**src/rtl/seq_pkg.sv**
```systemverilog
// Shared types and constants for the serial bit-stream transmitter and its pattern tracker.
package seq_pkg;

    typedef enum logic [1:0] {
        IDLE  = 2'd0,
        SHIFT = 2'd1,
        DONE  = 2'd2
    } state_e;

    // Pattern the downstream detector looks for, oldest bit in the MSB.
    localparam int unsigned         PAT_LEN = 4;
    localparam logic [PAT_LEN-1:0]  PATTERN = 4'b1011;

    // Reset values.
    localparam state_e              RST_STATE     = IDLE;
    localparam logic                RST_BIT_VALID = 1'b0;
    localparam logic                RST_BUSY      = 1'b0;
    localparam logic                RST_DONE      = 1'b0;
    localparam logic                RST_EXP_OUT   = 1'b0;
    localparam logic [PAT_LEN-2:0]  RST_HISTORY   = '0;

endpackage

```
**src/rtl/seq_pat_track.sv**
```systemverilog
// Overlapping "1011" tracker: mirrors a Moore detector fed by bit_in and counts its hits.
module seq_pat_track
    import seq_pkg::*;
#(
    parameter int unsigned CNT_W = 16
) (
    input  logic             clk,
    input  logic             rst,
    input  logic             bit_in,
    input  logic             clr_cnt,
    output logic [CNT_W-1:0] match_cnt,
    output logic             exp_out
);

    logic [PAT_LEN-2:0] history;
    logic [PAT_LEN-1:0] window;
    logic               hit;

    assign window = {history, bit_in};
    assign hit    = (window == PATTERN);

    // History shifts every cycle, idle or not; exp_out lags the window by one like a Moore output.
    always_ff @(posedge clk) begin
        if (!rst) begin
            history <= RST_HISTORY;
            exp_out <= RST_EXP_OUT;
        end else begin
            history <= window[PAT_LEN-2:0];
            exp_out <= hit;
        end
    end

    // Saturating hit counter; a clear wins over a coincident hit.
    always_ff @(posedge clk) begin
        if (!rst) begin
            match_cnt <= '0;
        end else if (clr_cnt) begin
            match_cnt <= '0;
        end else if (hit && (match_cnt != '1)) begin
            match_cnt <= match_cnt + CNT_W'(1);
        end
    end

endmodule

```
**src/rtl/seq_bit_tx.sv**
```systemverilog
// Parallel-in, MSB-first serial transmitter with gapless back-to-back loads and a pattern tracker.
module seq_bit_tx
    import seq_pkg::*;
#(
    parameter int unsigned WIDTH    = 8,
    parameter logic        IDLE_BIT = 1'b0,
    parameter int unsigned CNT_W    = 16
) (
    input  logic             clk,
    input  logic             rst,
    input  logic [WIDTH-1:0] data_in,
    input  logic             load_valid,
    output logic             load_ready,
    output logic             bit_out,
    output logic             bit_valid,
    output logic             busy,
    output logic             done,
    input  logic             clr_cnt,
    output logic [CNT_W-1:0] match_cnt,
    output logic             exp_out
);

    localparam int unsigned        IDX_W    = $clog2(WIDTH);
    localparam logic [IDX_W-1:0]   LAST_IDX = IDX_W'(WIDTH - 1);

    state_e           state;
    logic [WIDTH-1:0] shreg;
    logic [IDX_W-1:0] bit_idx;
    logic             accept;

    // Ready on the last bit too, so the next word follows without a gap.
    assign load_ready = (state == IDLE) || (state == DONE) ||
                        ((state == SHIFT) && (bit_idx == LAST_IDX));
    assign accept     = load_valid && load_ready;

    // Transmit FSM with registered line outputs; MSB goes straight to bit_out on acceptance.
    always_ff @(posedge clk) begin
        if (!rst) begin
            state     <= RST_STATE;
            shreg     <= '0;
            bit_idx   <= '0;
            bit_out   <= IDLE_BIT;
            bit_valid <= RST_BIT_VALID;
            busy      <= RST_BUSY;
            done      <= RST_DONE;
        end else if (accept) begin
            state     <= SHIFT;
            shreg     <= {data_in[WIDTH-2:0], 1'b0};
            bit_idx   <= '0;
            bit_out   <= data_in[WIDTH-1];
            bit_valid <= 1'b1;
            busy      <= 1'b1;
            done      <= 1'b0;
        end else begin
            unique case (state)
                SHIFT: begin
                    if (bit_idx == LAST_IDX) begin
                        state     <= DONE;
                        bit_out   <= IDLE_BIT;
                        bit_valid <= 1'b0;
                        busy      <= 1'b0;
                        done      <= 1'b1;
                    end else begin
                        bit_idx <= bit_idx + IDX_W'(1);
                        bit_out <= shreg[WIDTH-1];
                        shreg   <= {shreg[WIDTH-2:0], 1'b0};
                    end
                end
                DONE: begin
                    state <= IDLE;
                    done  <= 1'b0;
                end
                default: begin
                    bit_out   <= IDLE_BIT;
                    bit_valid <= 1'b0;
                    busy      <= 1'b0;
                    done      <= 1'b0;
                end
            endcase
        end
    end

    seq_pat_track #(
        .CNT_W (CNT_W)
    ) u_track (
        .clk       (clk),
        .rst       (rst),
        .bit_in    (bit_out),
        .clr_cnt   (clr_cnt),
        .match_cnt (match_cnt),
        .exp_out   (exp_out)
    );

endmodule

```
**config.mk**
```make
export PLATFORM = sky130hd
export DESIGN_NAME = seq_bit_tx
export DESIGN_NICKNAME = d
export VERILOG_FILES = /design/src/rtl/seq_pkg.sv /design/src/rtl/seq_pat_track.sv /design/src/rtl/seq_bit_tx.sv
export SDC_FILE = /design/constraint.sdc
export NUM_CORES = 1
export LEC_CHECK = 0
export ABC_AREA = 1
export CAP_MARGIN = 10
export CORE_ASPECT_RATIO = 0.8
export CORE_MARGIN = 2
export CORE_UTILIZATION = 51
export CTS_CLUSTER_SIZE = 40
export DETAILED_ROUTE_END_ITERATION = 8
export PLACE_DENSITY = 0.85
export SLEW_MARGIN = 30
export SYNTH_ARGS = -nofsm -noshare
export SYNTH_HDL_FRONTEND = slang
export SYNTH_SLANG_ARGS = --single-unit
export TNS_END_PERCENT = 10
```
**constraint.sdc**
```tcl
create_clock -name clk -period 1.93 [get_ports clk]
set_input_delay 0.193 -clock clk [delete_from_list [all_inputs] [get_ports clk]]
set_output_delay 0.193 -clock clk [all_outputs]
set_load 0.1 [all_outputs]
```
==> results.ini, run 1 <==
[detailed_routing]
drtIter0Drc = 97
drt_wl_total_um = 3660
first_pass_iters = 4
ant_nets = 0
vias = 1621
wl_per_cell_um = 11.3
routed_via_density = 5.00
drc = 0

[clock_network]
cts_tree = done
path_clk_slew_ns = 0.07
clk_latency_ns = 0.28
cts_setup_buffers = 0
cts_resized = 0
cts_buffers = 5
clock_path_buffers = 2
cts_sinks = 35
clk_root_buffer_cell = clkbuf_8
hold_buffers = 0
cts_htree_levels = 2

[place]
pre_cts_slack_ns = 0.348
dpl.hpwl_um = 2710
placed_cells = 317
io_buffers = 33
place_area_um2 = 2090
place_congestion = 0.811

[finish]
drive_gt1_share_pct = 21.8
nets = 299
syn2layout_area_growth_pct = 27.5
stdcell_count = 324
fin_area_um2 = 2180
diodes = 0
post-route-util_pct = 69.1

[setup_path]
cp-start-kind = flop
timing.rr.start = bit_idx[0]
crit_type = flop to flop
startpoint = bit_idx[0]
arrival_ns = 1.78
end_kind = flop
crit_fanout = 7
worstPathRequired_ns = 2.10

[global_route]
grt_pass1_wl_um = 6170
overflow = 0
antenna_found_initial = 0
grt_usage_pct = 20.9
grt_max_degree = 17
grt_pass1_vias = 1434

[synth]
ys_ff_latch = 35
syn-cell-area_um2 = 1710
synth_cell_types = 27
synthCells = 245
synth_warnings = 0
syn_nets = 260
yosysSeqAreaShare_pct = 41.0
synth_area_per_cell_um2 = 6.98

[sta]
slew_headroom_pct = 78.1
finalSetupViolCount = 0
rsz0062_at_grt = false
min_period_ns = 1.61
period_share_pct = 83.3
worst_pin_slew_ns = 0.328
slew_violations = 0
fmax_ghz = 0.622
fin_worst_skew_ns = 0.00528
fin_ws_ns = 0.323
hold_viol_final = 0

[min_path]
worstHoldStart = u_track.history[0]
hold_class = flop to flop

[floorplanning]
die_y_um = 55.8
num_rows = 18
die_w_um = 68.7
ios = 34
fp.coreArea_um2 = 3150
dieArea_um2 = 3830
start_util_pct = 54.2

[pwr]
p_total_mw = 1.44
p_per_area_nw_per_um2 = 663
peakVddDrop_uv = 506
leakage_nw = 0.881

[run_status]
status = completed

[flow_run]
cap_violations = 0

==> Yosys cell counts, drive strengths merged <==
library cell  count  area share [%]
a21oi            23             6.7
buf               3             1.4
clkinv            1            0.22
dfxtp            35              41
ha                3             2.2
inv              30             6.6
nand2            83              19
nand3            12             3.5
nand3b            1            0.44
nand4             4             1.5
nor2             29             7.5
nor3              2             1.2
nor4              1            0.37
o211ai            6             2.6
o21ai             4             2.1
o221ai            1            0.51
xnor2             2             1.0
xor2              5             2.6
==> layout by cell type (no fill, tap or decap), types with 3 or more instances in the layout <==
cell	count
a21oi_1	23
buf_4	23
clkbuf_8	6
clkdlybuf4s50_1	11
dfxtp_1	21
dfxtp_2	14
inv_1	27
inv_2	3
nand2_1	80
nand2_2	3
nand3_1	12
nand4_1	4
nor2_1	23
nor2_2	5
o211ai_1	6
xor2_1	5
==> flip-flops by register name (all words and copies together), names as in the netlist <==
name               flops
u_track.exp_out        1
done                   1
u_track.history        3
busy                   1
bit_out                1
bit_idx                3
u_track.match_cnt     16
shreg                  7
state                  2
==> power breakdown <==
| part | leakage, nW | switching [mW] | internal (mW) |
|---|---|---|---|
| logic | 0.543 | 0.105 | 0.0602 |
| clock network | 0.0470 | 0.244 | 0.280 |
| registers | 0.291 | 0.0129 | 0.742 |
| total | 0.881 | 0.362 | 1.08 |
==> layer usage <==
layer / track usage (%) / wire length, um
met1: 30.4 / 1840
met2: 29.4 / 1590
met3: 6.07 / 188
met4: 7.00 / 42
met5: 0 / 0
==> cell families (layout without fill, tap and decap cells) <==
family / count (synthesis) / after routing / synth area share (%)
AO/OA/AOI/OAI: 34 / 34 / 11.9
XOR/XNOR: 7 / 7 / 3.59
adder cells (fa/ha/maj): 3 / 3 / 2.20
buffers and inverters: 34 / 73 / 8.20
flip-flops: 35 / 35 / 41.0
AND/OR/NAND/NOR: 132 / 132 / 33.1
==> worst paths after layout <==
check,endpoint,cells past startpoint,slack [ns]
setup / recovery,shreg[5],8,0.32
hold / removal,u_track.history[1],2,0.44
setup reg to reg,shreg[5],8,0.32
hold reg to reg,u_track.history[1],2,0.44
==> stage by stage <==
stage,hold WS (ns),TNS (ns)
3_3_place_gp,0.427,0
4_1_cts,0.437,0
2_1_floorplan,0.286,-0.0415
6_report,0.439,0
5_1_grt,0.462,0
3_5_place_dp,0.428,0
==> worst max-delay path, stage by stage, from the launching register on <==
cell and delay [ns]:
dfxtp_2 0.34, ha_4 0.16, ha_4 0.16, nor2_1 0.12, nand2_1 0.16, nand2_1 0.23, inv_1 0.17, nand2_1 0.10
a21oi_1 0.06
==> layout make-up <==
class / count / area (um^2)
clock buffer: 6 / 82.6
clock inverter: 1 / 5.00
fill: 277 / 975
inverter: 31 / 116
multi-input combinational: 176 / 903
sequential: 35 / 718
tap: 40 / 50.0
timing repair buffer: 35 / 303
No activity file was read; power rests on OpenSTA's default activity.
==> run 2, diff against run 1 <==
--- a/config.mk
+++ b/config.mk
@@ -9,10 +9,10 @@
 export CAP_MARGIN = 10
 export CORE_ASPECT_RATIO = 0.8
 export CORE_MARGIN = 2
-export CORE_UTILIZATION = 51
+export CORE_UTILIZATION = 46
 export CTS_CLUSTER_SIZE = 40
 export DETAILED_ROUTE_END_ITERATION = 8
-export PLACE_DENSITY = 0.85
+export PLACE_DENSITY = 0.81
 export SLEW_MARGIN = 30
 export SYNTH_ARGS = -nofsm -noshare
 export SYNTH_HDL_FRONTEND = slang
==> constraint.sdc (replaced) <==
create_clock -name clk -period 1.45 [get_ports clk]
set_input_delay 0.145 -clock clk [delete_from_list [all_inputs] [get_ports clk]]
set_output_delay 0.145 -clock clk [all_outputs]
set_load 0.1 [all_outputs]
==> results.ini, run 2 (synthesis results as in run 1) <==
[setup_path]
worstPathRequired_ns = 1.31
crit_fanout = 3
r2r_slack_ns = -0.03
end_kind = output port
arrival_ns = 1.40
path_cells = ha_4 > ha_4 > inv_2 > o21ai_4 > buf_6 > buf_12
timing.rr.start = bit_idx[1]
path_delay_family = flip-flops
slowest_stage = dfxtp_2
cp_common_cell = ha_4
path_buf_inv = 3
ff2ff_path_depth = 8
crit_type = flop to output port
worstReg2RegEnd = bit_out
critPathMaxStageDelay_ns = 0.35
cp-start-kind = flop
startpoint = bit_idx[1]

[detailed_routing]
drtIter0Drc = 142
vias = 1852
drc = 0
wl_per_cell_um = 13.3
ant_nets = 0
routed_via_density = 5.23
drt_wl_total_um = 4710
first_pass_iters = 4

[finish]
mostFrequentLayoutCells = nand2_1 (78), inv_1 (26), buf_4 (26)
largest_reg_flops = 16
nets = 326
regMostFlops = u_track.match_cnt
syn2layout_area_growth_pct = 58.9
drive_gt1_share_pct = 30.4
post-route-util_pct = 77.7
layout_commonest_cell = nand2_1
top_regs = u_track.match_cnt: 16 flops, shreg: 7 flops
diodes = 0

[flow_run]
cap_violations = 0

[global_route]
grt_pass1_wl_um = 7360
grt_max_degree = 17
grt_pass1_vias = 1695
antenna_found_initial = 0
overflow = 0
grt_usage_pct = 22.6

[clock_network]
clk_latency_ns = 0.28
cts_tree = done
clock_path_buffers = 2
clk_root_buffer_cell = clkbuf_8
cts_htree_levels = 2
cts_sinks = 35
cts_buffers = 5
hold_buffers = 0
path_clk_slew_ns = 0.07

[sta]
fmax_ghz = 0.649
hold_viol_final = 0
finalSetupViolCount = 2
period_share_pct = 106
fin_worst_skew_ns = 0.00294
slew_violations = 0
fin_setup_tns_ns = -0.121
worst_pin_slew_ns = 0.326
worst_hold_slack_ns = 0.447
min_period_ns = 1.54
slew_headroom_pct = 78.1
fin_ws_ns = -0.0912
rsz0062_at_grt = true

[pwr]
p_comb_share_pct = 12.7
leakage_nw = 1.10
p_int_mw = 1.53
p_clk_share_pct = 37.4
power_frac_seq_pct = 49.9
p_per_area_nw_per_um2 = 743
p_total_mw = 2.02
power.switching_uw = 492
peakVddDrop_uv = 693
power_switching_share_pct = 24.4

[min_path]
hold_depth = 2
worstHoldStart = u_track.history[0]
hold_class = flop to flop
min_to = u_track.history[1]

[run_status]
status = finished with violations
violations = setup timing

[place]
dpl.hpwl_um = 3390
io_buffers = 33
place_congestion = 0.816
pre_cts_slack_ns = -0.0791

[floorplanning]
fp.coreArea_um2 = 3490
dieArea_um2 = 4220
num_rows = 19
ios = 34
die_y_um = 58.5
die_w_um = 72.2
start_util_pct = 48.9

==> run 2: repair_timing <==
item | in CTS | in global routing
resized for setup | 4 | 9
cloned | 0 | 1
buffers inserted | 1 | 0
pin swaps | 3 | 2
endpoints found under the setup margin | 21 | 28
==> run 2: per-stage QoR <==
stage                     cell area (um^2)  cells
after floorplan                       1770    245
after global placement                2560    344
after detailed placement              2560    344
after CTS                             2680    353
after global routing                  2720    354
final                                 2720    354
==> run 2: worst max path at each step <==
| stage | endpoint | slack [ns] | cells after the start |
|---|---|---|---|
| 3_3_place_gp | bit_out | 0.04 | 7 |
| 2_1_floorplan | shreg[2] | -0.50 | 8 |
| 4_1_cts | load_ready | -0.06 | 6 |
| 3_5_place_dp | done | -0.08 | 7 |
| 5_1_grt | load_ready | -0.13 | 6 |
| 6_report | load_ready | -0.09 | 6 |
==> run 2: worst min-delay path: stages, from the launching register on <==
cell and delay, ns:
dfxtp_1 0.32, nand2_1 0.06, inv_1 0.03
==> run 2: power groups by stage <==
stage          Combinational, mW  Sequential [mW]  Clock (mW)
3_3_place_gp               0.238             1.03           0
4_1_cts                    0.251             1.01       0.765
6_report                   0.256             1.01       0.755
5_1_grt                    0.277             1.01       0.799
3_5_place_dp               0.242             1.03           0
2_1_floorplan              0.125             1.05           0
==> run 2: area by class of cell <==
cell class | instances | area (um^2)
clock buffers | 8 | 100
fillers | 216 | 778
inverters | 31 | 116
multi-input cells | 177 | 952
flip-flops and latches | 35 | 718
well taps | 42 | 52.6
repair buffers | 61 | 777
==> run 2: layer usage <==
layer	up-vias	GRT usage, %	part of all wire, %
met5	-	0	0
met4	0	10.2	3.0
met3	18	5.65	6.9
met2	77	35.1	47
met1	843	29.7	44
li1	914	-	-
==> run 3, diff against run 2 <==
--- a/config.mk
+++ b/config.mk
@@ -7,12 +7,14 @@
 export LEC_CHECK = 0
 export ABC_AREA = 1
 export CAP_MARGIN = 10
+export CELL_PAD_IN_SITES_DETAIL_PLACEMENT = 1
+export CELL_PAD_IN_SITES_GLOBAL_PLACEMENT = 1
 export CORE_ASPECT_RATIO = 0.8
 export CORE_MARGIN = 2
-export CORE_UTILIZATION = 46
+export CORE_UTILIZATION = 32
 export CTS_CLUSTER_SIZE = 40
 export DETAILED_ROUTE_END_ITERATION = 8
-export PLACE_DENSITY = 0.81
+export PLACE_DENSITY = 0.8
 export SLEW_MARGIN = 30
 export SYNTH_ARGS = -nofsm -noshare
 export SYNTH_HDL_FRONTEND = slang
==> results.ini, run 3 (synthesis results as in run 1) <==
[run_status]
status = finished with violations
violations = setup timing

[finish]
layout_commonest_cell = nand2_1
multi_input_area_um2 = 962
top_regs = u_track.match_cnt: 16 flops, shreg: 7 flops
mostFrequentLayoutCells = nand2_1 (77), buf_4 (29), inv_1 (26)
nets = 329
post-route-util_pct = 54.5
regMostFlops = u_track.match_cnt
drive_gt1_share_pct = 31.8
fill_cells = 612
largest_reg_flops = 16
diodes = 0
syn2layout_area_growth_pct = 61.6
regArea_um2 = 718

[sta]
fmax_ghz = 0.644
fin_setup_tns_ns = -0.444
fin_worst_skew_ns = 0.00776
period_share_pct = 107
fin_ws_ns = -0.103
min_period_ns = 1.55
hold_viol_final = 0
rsz0062_at_grt = true
finalSetupViolCount = 11
worst_pin_slew_ns = 0.326
slew_headroom_pct = 78.2
slew_violations = 0

[detailed_routing]
vias = 1796
drc = 0
routed_via_density = 4.78
wl_per_cell_um = 14.4
drtIter0Drc = 71
first_pass_iters = 4
ant_nets = 0
drt_wl_total_um = 5420

[place]
dpl.hpwl_um = 4130
place_congestion = 0.801
io_buffers = 33
pre_cts_slack_ns = -0.176

[setup_path]
path_delay_family = flip-flops
worstPathRequired_ns = 1.31
arrival_ns = 1.41
slowest_stage = dfxtp_2
crit_type = flop to output port
critPathMaxStageDelay_ns = 0.36
path_cells = ha_4 > ha_4 > inv_2 > o21ai_4 > buf_6 > buf_12
path_buf_inv = 3
end_kind = output port
cp_common_cell = ha_4
crit_fanout = 3
cp-start-kind = flop

[global_route]
overflow = 0
antenna_found_initial = 0
grt_max_degree = 17
grt_pass1_wl_um = 8960
grt_pass1_vias = 1903
grt_usage_pct = 18.9

[clock_network]
path_clk_slew_ns = 0.07
cts_htree_levels = 2
cts_tree = done
cts_sinks = 35
cts_buffers = 5
clock_path_buffers = 2
clk_root_buffer_cell = clkbuf_8
hold_buffers = 0
clk_latency_ns = 0.29

[floorplanning]
die_w_um = 85.7
die_y_um = 69.4
num_rows = 23
ios = 34
dieArea_um2 = 5950
fp.coreArea_um2 = 5060
start_util_pct = 33.7

[flow_run]
cap_violations = 0

[pwr]
peakVddDrop_uv = 393
p_per_area_nw_per_um2 = 730
leakage_nw = 1.12
p_total_mw = 2.02

[min_path]
hold_class = flop to flop

run 3: per-layer routing:
metal | share of wire [%] | GRT usage [%]
met3 | 2.7 | 3.57
met5 | 0 | 0
met2 | 48 | 31.9
met1 | 48 | 24.0
met4 | 1.3 | 6.53
run 3: final cells by class:
class                           instances  area share [%]
Clock buffer                            6            2.99
Clock inverter                          1           0.181
Inverter                               31            4.21
Multi-Input combinational cell        177            34.8
Sequential cell                        35            26.0
Tap cell                               62            2.81
Timing Repair Buffer                   64            29.0
run 3: power breakdown:
part / switching, mW / leakage, nW / internal, mW
Clock: 0.353 / 0.0470 / 0.373
Sequential: 0.0214 / 0.291 / 0.987
Combinational: 0.167 / 0.782 / 0.115
run 3: worst paths after layout:
check | from | to | slack (ns) | depth (start not counted)
setup / recovery | bit_idx[1] | load_ready | -0.10 | 6
hold / removal | u_track.history[0] | u_track.history[1] | 0.45 | 2
setup reg to reg | bit_idx[0] | bit_out | -0.06 | 8
hold reg to reg | u_track.history[0] | u_track.history[1] | 0.45 | 2
run 3: metrics by stage:
step                      area [um^2]  hold slack (ns)  cells
after detailed placement         2590            0.442    365
final                            2760            0.447    376
after global routing             2760            0.482    376
after floorplan                  1770            0.238    245
after CTS                        2720            0.450    373
after global placement           2590            0.423    365
run 3: timing repair:
item / in CTS / in global routing
setup buffers: 1 / 2
resized for setup: 9 / 7
cloned: 0 / 1
pin swaps: 3 / 6
endpoints found under the setup margin: 26 / 29
run 3: worst register-to-register path: cells and delay by family, from the launching register on:
| kind | cells | cell delay [ns] |
|---|---|---|
| AND/OR/NAND/NOR | 3 | 0.35 |
| adder cells (fa/ha/maj) | 2 | 0.32 |
| flip-flops | 1 | 0.34 |
| AO/OA/AOI/OAI | 1 | 0.14 |
| buffers and inverters | 2 | 0.28 |
